[src/rtl/if_id_queue.sv]
// rtl/if_id_queue.sv - IF-to-ID instruction queue: circular buffer of {pc, inst} with flush.
// Optional IFQ_BYPASS_EN: an empty queue forwards if_* straight to id_*.
module if_id_queue #(
   parameter int ADDR_W = 32,
   parameter int DATA_W = 32,
   parameter int DEPTH  = 4
) (
   input  logic                         clk,
   input  logic                         rst_n,
   input  logic                         flush,
   input  logic                         if_valid,
   input  logic [ADDR_W-1:0]            if_pc,
   input  logic [DATA_W-1:0]            if_inst,
   output logic                         if_ready,
   input  logic                         id_stall,
   output logic                         id_valid,
   output logic [ADDR_W-1:0]            id_pc,
   output logic [DATA_W-1:0]            id_inst,
   output logic [$clog2(DEPTH+1)-1:0]   count
);

   localparam int PTR_W = (DEPTH > 1) ? $clog2(DEPTH) : 1;
   localparam int CNT_W = $clog2(DEPTH+1);
   localparam logic [CNT_W-1:0] FULL_CNT = CNT_W'(DEPTH);

   logic [ADDR_W-1:0] pc_mem   [DEPTH];
   logic [DATA_W-1:0] inst_mem [DEPTH];
   logic [PTR_W-1:0]  wr_ptr;
   logic [PTR_W-1:0]  rd_ptr;
   logic              q_valid;
   logic              push;
   logic              pop;

   assign q_valid  = (count != '0);
   // Full-ness is purely registered state, so if_ready never depends on id_stall or if_valid.
   assign if_ready = (count < FULL_CNT);
   assign pop      = q_valid && !id_stall && !flush;

`ifdef IFQ_BYPASS_EN
   logic byp_hit;
   logic byp_take;

   assign byp_hit  = !q_valid && if_valid;
   // A bypassed instruction that ID takes right away is never written into the buffer.
   assign byp_take = byp_hit && !id_stall && !flush;
   assign push     = if_valid && if_ready && !flush && !byp_take;

   always_comb begin
      id_valid = q_valid || byp_hit;
      id_pc    = '0;
      id_inst  = '0;
      if (q_valid) begin
         id_pc   = pc_mem[rd_ptr];
         id_inst = inst_mem[rd_ptr];
      end else if (byp_hit) begin
         id_pc   = if_pc;
         id_inst = if_inst;
      end
   end
`else
   assign push = if_valid && if_ready && !flush;

   always_comb begin
      id_valid = q_valid;
      id_pc    = '0;
      id_inst  = '0;
      if (q_valid) begin
         id_pc   = pc_mem[rd_ptr];
         id_inst = inst_mem[rd_ptr];
      end
   end
`endif

   always_ff @(posedge clk) begin
      if (rst_n && push) begin
         pc_mem[wr_ptr]   <= if_pc;
         inst_mem[wr_ptr] <= if_inst;
      end
   end

   // DEPTH is a power of two, so pointer wrap is plain binary overflow.
   always_ff @(posedge clk) begin
      if (!rst_n) begin
         wr_ptr <= '0;
         rd_ptr <= '0;
         count  <= '0;
      end else if (flush) begin
         wr_ptr <= '0;
         rd_ptr <= '0;
         count  <= '0;
      end else begin
         if (push) wr_ptr <= wr_ptr + PTR_W'(1);
         if (pop)  rd_ptr <= rd_ptr + PTR_W'(1);
         case ({push, pop})
            2'b10:   count <= count + CNT_W'(1);
            2'b01:   count <= count - CNT_W'(1);
            default: count <= count;
         endcase
      end
   end

endmodule

[config.mk]
export PLATFORM = sky130hd
export DESIGN_NAME = if_id_queue
export DESIGN_NICKNAME = d
export VERILOG_FILES = /design/src/rtl/if_id_queue.sv
export SDC_FILE = /design/constraint.sdc
export NUM_CORES = 1
export LEC_CHECK = 0
export CORE_ASPECT_RATIO = 0.9
export CORE_MARGIN = 5
export CORE_UTILIZATION = 59
export CTS_CLUSTER_DIAMETER = 120
export DETAILED_ROUTE_END_ITERATION = 12
export PLACE_DENSITY_LB_ADDON = 0.2
export SETUP_SLACK_MARGIN = 0.1
export SKIP_LAST_GASP = 1
export SLEW_MARGIN = 10
export SYNTH_ARGS = -nofsm -noshare
export SYNTH_HDL_FRONTEND = slang
export SYNTH_SLANG_ARGS = --single-unit
[constraint.sdc]
create_clock -name clk -period 10.4 [get_ports clk]
set_input_delay 3.12 -clock clk [delete_from_list [all_inputs] [get_ports clk]]
set_output_delay 3.12 -clock clk [all_outputs]
set_load 0.01 [all_outputs]
==> impl_metrics.toml, run 1 <==
[route]
antenna_left = 0
viasPerCell = 5.738
routedWlPerCell_um = 21.67
wirelength_um = 18130
vias = 4803
post-route-drc-count = 0
drt_iter0_markers = 280
drtPass1Iterations = 5

[global_route]
overflow = 0
grt_max_degree = 71
grt_pass1_wl_um = 28520
grt_pass1_vias = 5143
antenna_found_initial = 0
groute.usage.overall = 0.1846

[floorplan]
ioPinCount = 138
fp.dieW_um = 148.3
design.core.area_um2 = 16890
num_rows = 45
start_util = 0.6016
die-area_um2 = 19950
dieHeight_um = 134.5

[power]
pwr-share-seq = 0.522
p_int_w = 0.001850
comb_power_share = 0.041
peakVddDrop_mv = 0.1422
switching_share = 0.1839
clockPowerShare = 0.437
leakagePower_nw = 3.908
switchingPower_w = 0.0004169
power-per-cell-area_nw_per_um2 = 179.7

[clock_tree]
cts_root_buf = "clkbuf_16"
clock_sinks = 265
cts_tree = "built"
cts_resized = 0
post-cts-setup-buffers = 0
cts_buffers = 26
cts_buffer_depth = 3
postCtsHoldBufs = 0
path_clk_slew_ns = 0.06
clock_latency_ns = 0.51
h-tree-depth = 1

[setup_path]
r2r_cells = 9
worstPathArrival_ns = 3.26
r2r_slack_ns = 7.92
r2r-start = "count[2]$_SDFFE_PP0P_"
r2r_end = "count[2]$_SDFFE_PP0P_"
endpoint_kind = "primary output"
crit_type = "reg -> out"
worstPathMaxFanout = 37
startpoint_type = "register"
required_ns = 7.28

[yosys]
syn_inst = 460
syn_avg_cell_area_um2 = 22.09
yosysMostFrequentCell = "edfxtp_1"
synth-seq-area-share = 0.7742
synth_top_cells_by_area = "edfxtp_1 (76%), mux4_2 (14%), nor2b_1 (4.0%), dfxtp_1 (1.8%), buf_6 (0.78%)"
ys_warn_count = 0
synth_area_um2 = 10160
synth_cell_type_count = 28
synth-edff-count = 256
synth_top_flop_cell = "edfxtp_1"
netlist.area_leader.share = 0.7565
syn_nets = 535
yosys-top-cells-count = "edfxtp_1 (256), nor2b_1 (65), mux4_2 (64)"
synth-seq-cells = 265
async_flop_share = 0
synth_area_leader_cell = "edfxtp_1"

[cells_and_area]
drive_above_1_share = 0.1808
post-route-util = 0.7467
nFillCells = 964
fin_nets = 680
area_growth_pct = 24.12

[run]
cap_violations = 0

[placement]
io_buffers = 137
hpwl_um = 10130
place_congestion = 0.7754

[status]
status = "completed"

[timing]
finalHoldViolations = 0
finalSetupViolCount = 0
period_share = 0.6139
layout_min_cycle_time_ns = 6.384
hold_slack_ns = 0.5055
grt_setup_unrepaired = "no"
relSlewSlack = 0.3390
clock.fmax_mhz = 156.6
tightest_slew_ns = 0.9915
finalSetupTns_ns = 0
finClkSkew_ns = 0.006275
slew_violations = 0

[min_path]
holdPathStages = 2
hp-class = "reg -> reg"
min_from = "rd_ptr[1]$_SDFFE_PP0P_"
==> critical path, cell delays in order (launching register included) <==
cell and delay (ns):
dfxtp_4 0.70, buf_4 0.69, mux4_2 0.60, nor2b_1 0.17, clkdlybuf4s50_1 0.54
==> cell families (layout without fill, tap and decap cells) <==
group,Yosys count,count (layout),synth area share
fa+ha+maj,6,6,0.008126
mux,65,65,0.1428
buf+inv,30,195,0.01724
other cells,0,1,0
xor+xnor,3,3,0.002586
simple gates,84,84,0.05134
compound gates,7,7,0.003694
flops,265,265,0.7742
==> cell usage in the layout (no fill, tap or decap) <==
cell type        count
edfxtp_1           256
clkdlybuf4s50_1    137
nor2b_1             65
mux4_2              64
clkbuf_16           27
inv_1                8
dfxtp_1              7
nor2_1               5
ha_1                 5
clkinv_1             5
bufinv_16            5
and2_4               4
a21oi_1              4
clkinv_2             4
clkbuf_1             3
clkbuf_8             3
nand2b_1             2
xor2_1               2
o21ai_0              2
or3_1                2
dfxtp_4              2
buf_4                2
diode_2              1
nor3_4               1
nor3_1               1
nor3b_1              1
and3_1               1
xnor2_1              1
o211ai_1             1
or4_1                1
nand2_1              1
mux2i_1              1
fa_1                 1
clkinv_4             1
==> how the worst max path moves through the flow <==
| stage | startpoint | end | slack, ns | cells past startpoint |
|---|---|---|---|---|
| 4_1_cts | register | id_pc[12] | 3.87 | 4 |
| 3_3_place_gp | register | id_pc[5] | 4.44 | 4 |
| 2_1_floorplan | rst_n | inst_mem[0][0]$_DFFE_PP_ | 5.00 | 3 |
| 6_report | register | id_pc[5] | 4.02 | 4 |
| 5_1_grt | register | id_pc[12] | 3.72 | 4 |
| 3_5_place_dp | register | id_pc[5] | 4.45 | 4 |
==> sequential cells by signal, indices dropped and copies added (netlist names), named ones only <==
| name | cells |
|---|---|
| inst_mem | 128 |
| pc_mem | 128 |
| count | 3 |
| rd_ptr | 2 |
| wr_ptr | 2 |
==> routing by layer <==
metal  routed length (um)  share of wire  up-vias  track usage
li1                     -              -     2145            -
met3                 1190          0.066       29      0.03960
met4                  323          0.018        0      0.05028
met2                 9156           0.50      164       0.3107
met1                 7464           0.41     2465       0.2503
met5                    0              0        -            0
==> through the flow <==
stage	worst slack (ns)	cells	area, um^2	power [W]
2_1_floorplan	5.004	460	10160	0.001240
3_3_place_gp	4.437	788	11690	0.001296
3_5_place_dp	4.448	788	11690	0.001299
4_1_cts	3.874	836	12610	0.002283
5_1_grt	3.723	836	12610	0.002337
6_report	4.016	837	12610	0.002266
==> area by class of cell <==
class / instances / area (um^2) / area share
diodes: 1 / 2.502 / 0.0001984
clock buffers: 33 / 728.2 / 0.05773
clock inverters: 15 / 197.7 / 0.01567
inverters: 8 / 30.03 / 0.002381
multi-input cells: 165 / 2130 / 0.1688
flip-flops and latches: 265 / 7875 / 0.6243
well taps: 211 / 264.0 / 0.02093
repair buffers: 139 / 1386 / 0.1099
==> power by group through the flow <==
stage	Combinational [W]	Sequential [W]	Clock (W)
floorplan	0.0000342	0.00121	0
global placement	0.0000898	0.00121	0
detailed placement	0.0000926	0.00121	0
CTS	0.0000932	0.00118	0.00101
global route	0.0000987	0.00118	0.00105
finish	0.0000920	0.00118	0.000991
Power figures use the tool's default switching activity.
==> inputs of run 2 (changes only) <==
- CORE_UTILIZATION: 59 -> 55
- clock period: 10.4 -> 6.6 ns (I/O delays scaled with it)
==> impl_metrics.toml, run 2 (synthesized netlist as in run 1, its figures left out) <==
[clock_tree]
h-tree-depth = 1
cts_buffers = 27
cts_tree = "built"
clock_sinks = 265
cts_root_buf = "clkbuf_16"
clock_latency_ns = 0.51
postCtsHoldBufs = 0
cts_resized = 0
path_clk_slew_ns = 0.06
post-cts-setup-buffers = 0
cts_buffer_depth = 3

[setup_path]
required_ns = 4.62
endpoint_kind = "primary output"
crit_type = "reg -> out"
slowest_delay_ns = 0.87
startpoint_type = "register"
worstPathMaxFanout = 37
crit_chain = "buf_4 -> mux4_2 -> nor2b_1 -> clkdlybuf4s50_1"
worstPathArrival_ns = 3.04
cp_slowest_cell = "dfxtp_4"

[global_route]
grt_pass1_vias = 5243
grt_max_degree = 65
grt_pass1_wl_um = 28780
groute.usage.overall = 0.1733
antenna_found_initial = 0
overflow = 0

[power]
switchingPower_w = 0.0006338
p_int_w = 0.002726
switching_share = 0.1887
leakagePower_nw = 3.841
power-per-cell-area_nw_per_um2 = 268.4
clockPowerShare = 0.401
pwr-share-seq = 0.556
peakVddDrop_mv = 0.2195
comb_power_share = 0.043

[route]
drt_iter0_markers = 233
viasPerCell = 5.524
post-route-drc-count = 0
vias = 4806
drtPass1Iterations = 4
routedWlPerCell_um = 21.05
wirelength_um = 18310
antenna_left = 0

[run]
cap_violations = 0

[timing]
finalHoldViolations = 0
clock.fmax_mhz = 199.1
slew_violations = 0
tightest_slew_ns = 0.9920
layout_min_cycle_time_ns = 5.023
finalSetupTns_ns = 0
relSlewSlack = 0.3387
grt_setup_unrepaired = "no"
period_share = 0.7610
finClkSkew_ns = 0.01331
finalSetupViolCount = 0

[placement]
hpwl_um = 10430
io_buffers = 137
place_area_um2 = 11740
place_congestion = 0.7171

[cells_and_area]
drive_above_1_share = 0.1696
area_growth_pct = 23.20
fin_nets = 683
reg_top3 = "inst_mem: 128 flops, pc_mem: 128 flops, count: 3 flops"
nFillCells = 1180
n_antenna_cell = 0
final_area_um2 = 12520
layout_commonest_cell = "edfxtp_1"
layout_common_cells = "edfxtp_1 (256), clkdlybuf4s50_1 (137), nor2b_1 (65)"

[floorplan]
start_util = 0.5557
num_rows = 47
ioPinCount = 138
design.core.area_um2 = 18290
fp.dieW_um = 153.3
dieHeight_um = 139.0
die-area_um2 = 21300

[min_path]
hp-class = "reg -> reg"

[status]
status = "completed"
run 2: cell count changes in the layout (fill, tap and decap cells not counted), sizes merged:
cell    previous run  this run
bufinv             5         1
buf                2         4
clkbuf            33        35
diode              1         0
run 2: per-stage QoR:
stage / instances / worst slack (ns) / hold slack, ns / total power [W] / utilization
2_1_floorplan: 460 / 2.344 / 0.4587 / 0.001954 / -
3_3_place_gp: 824 / 2.047 / 0.4659 / 0.002042 / 0.6421
4_1_cts: 870 / 1.463 / 0.4984 / 0.003387 / 0.6845
6_report: 870 / 1.577 / 0.4964 / 0.003360 / 0.6845
3_5_place_dp: 824 / 2.026 / 0.4906 / 0.002048 / 0.6421
5_1_grt: 870 / 1.349 / 0.5188 / 0.003472 / 0.6845
run 2: area by class of cell:
type,count,area [um^2],share of cell area
Sequential cell,265,7875,0.6290
Clock buffer,35,705.7,0.05637
Inverter,8,30.03,0.002399
Timing Repair Buffer,141,1401,0.1119
Multi-Input combinational cell,165,2130,0.1701
Clock inverter,11,71.32,0.005697
Tap cell,245,306.5,0.02449
run 2: metal layers:
| layer | track usage | wire [um] |
|---|---|---|
| met1 | 0.2214 | 7388 |
| met2 | 0.3076 | 9613 |
| met3 | 0.03713 | 977 |
| met4 | 0.03985 | 332 |
| met5 | 0 | 0 |
run 2: final timing paths:
kind,start,endpoint,slack [ns],cells past startpoint
worst max register to register,count[2]$_SDFFE_PP0P_,count[2]$_SDFFE_PP0P_,4.27,9
worst max-delay path,register,id_inst[6],1.58,4
worst min register to register,rd_ptr[1]$_SDFFE_PP0P_,register,0.50,2
worst min-delay path,rd_ptr[1]$_SDFFE_PP0P_,register,0.50,2
run 2: worst max-delay path, delay by kind of cell (launching register included):
family	cells	cell delay, ns
AND/OR/NAND/NOR	1	0.15
multiplexers	1	0.56
buffers and inverters	2	0.93
flip-flops	1	0.87
run 2: power by group through the flow:
stage | Clock [W] | Sequential [W] | Combinational [W]
after floorplan | 0 | 0.00190 | 0.0000538
after global placement | 0 | 0.00190 | 0.000142
after detailed placement | 0 | 0.00190 | 0.000146
after CTS | 0.00137 | 0.00187 | 0.000147
after global routing | 0.00145 | 0.00187 | 0.000155
final | 0.00135 | 0.00187 | 0.000145
==> inputs of run 3 (changes only) <==
- clock period: 6.6 -> 4.9 ns (I/O delays scaled with it)
==> impl_metrics.toml, run 3 (synthesized netlist as in run 1, its figures left out) <==
[cells_and_area]
nFillCells = 1119
layout_commonest_cell = "edfxtp_1"
reg_top3 = "inst_mem: 128 flops, pc_mem: 128 flops, count: 3 flops"
final_area_um2 = 12740
n_antenna_cell = 0
fin_nets = 686
layout.cells.non_filler = 873
area_growth_pct = 25.35
drive_above_1_share = 0.1879
post-route-util = 0.6965
layout_common_cells = "edfxtp_1 (256), clkdlybuf4s50_1 (137), nor2b_1 (65)"

[route]
wirelength_um = 18110
drt_iter0_markers = 275
post-route-drc-count = 0
antenna_left = 0
drtPass1Iterations = 4
viasPerCell = 5.465
vias = 4771
routedWlPerCell_um = 20.75

[global_route]
overflow = 0
grt_pass1_vias = 5359
groute.usage.overall = 0.1717
antenna_found_initial = 0
grt_max_degree = 71
grt_pass1_wl_um = 28990

[placement]
place_area_um2 = 11850
place_congestion = 0.7035
io_buffers = 137
dp.cells = 828
hpwl_um = 10620

[clock_tree]
cts_buffers = 26
path_clk_slew_ns = 0.06
cts_root_buf = "clkbuf_16"
clock_latency_ns = 0.51
h-tree-depth = 1
cts_tree = "built"
clock_sinks = 265
postCtsHoldBufs = 0
post-cts-setup-buffers = 0
cts_resized = 0
cts_buffer_depth = 3

[setup_path]
crit_chain = "buf_12 -> mux4_2 -> nor2b_1 -> clkdlybuf4s50_1"
worstPathMaxFanout = 28
crit_family = "buffers and inverters"
required_ns = 3.43
worst-path-buf-inv = 2
cp_slowest_cell = "dfxtp_4"
startpoint_type = "register"
worstPathArrival_ns = 2.77
endpoint_kind = "primary output"
slowest_delay_ns = 0.74
crit_type = "reg -> out"

[floorplan]
num_rows = 47
ioPinCount = 138
fp.dieW_um = 153.3
design.core.area_um2 = 18290
start_util = 0.5557
die-area_um2 = 21300
dieHeight_um = 139.0

[timing]
finalSetupViolCount = 0
grt_setup_unrepaired = "no"
slew_violations = 0
finalHoldViolations = 0
finalSetupTns_ns = 0
hold_slack_ns = 0.5197
clock.fmax_mhz = 236.0
layout_min_cycle_time_ns = 4.237
tightest_slew_ns = 0.9682
relSlewSlack = 0.3546
finClkSkew_ns = 0.006503
period_share = 0.8647

[status]
status = "completed"

[power]
peakVddDrop_mv = 0.2893
leakagePower_nw = 3.929
power-per-cell-area_nw_per_um2 = 372.8

[min_path]
hp-class = "reg -> reg"

[run]
cap_violations = 0
## run 3: cell count changes in the layout (fill, tap and decap cells not counted), sizes merged
cell | before | now
clkbuf | 35 | 30
buf | 4 | 8
bufinv | 1 | 5
clkinv | 10 | 7
clkinvlp | 0 | 3
## run 3: per-stage QoR
step                total power [W]  setup slack (ns)
CTS                        0.004792            0.5732
detailed placement         0.002761             1.122
global placement           0.002753             1.126
global route               0.004904            0.4659
finish                     0.004749            0.6632
floorplan                  0.002633             1.154
## run 3: cell type report
| class | instances | area [um^2] | share of cell area |
|---|---|---|---|
| Sequential cell | 265 | 7875 | 0.6182 |
| Multi-Input combinational cell | 165 | 2130 | 0.1672 |
| Timing Repair Buffer | 145 | 1506 | 0.1183 |
| Clock buffer | 30 | 686.9 | 0.05392 |
| Tap cell | 245 | 306.5 | 0.02406 |
| Clock inverter | 15 | 203.9 | 0.01601 |
| Inverter | 8 | 30.03 | 0.002357 |
## run 3: per-layer routing
metal  wire, um  vias up  GRT usage
li1           -     2153          -
met1       7569     2468     0.2257
met2       9243      129     0.2983
met3       1024       21    0.04087
met4        274        0    0.03329
met5          0        -          0
## run 3: worst paths after layout
kind	cells after the start	to	startpoint	slack (ns)
max	4	id_pc[12]	register	0.66
max reg2reg	9	count[2]$_SDFFE_PP0P_	count[2]$_SDFFE_PP0P_	2.38
min	2	register	rd_ptr[1]$_SDFFE_PP0P_	0.52
min reg2reg	2	register	rd_ptr[1]$_SDFFE_PP0P_	0.52
## run 3: worst register-to-register path: stages (launching register included)
cell and delay [ns]:
dfxtp_1 0.44, nor3_4 0.07, buf_4 0.38, nor3_1 0.29, ha_1 0.23, inv_1 0.06, fa_1 0.37, xor2_1 0.15
or3_1 0.31, a21oi_1 0.15
## run 3: power by group
part           internal (W)  switching, W
Sequential          0.00250    0.00000749
Clock               0.00126      0.000777
Combinational      0.000113     0.0000856
Total               0.00388      0.000870
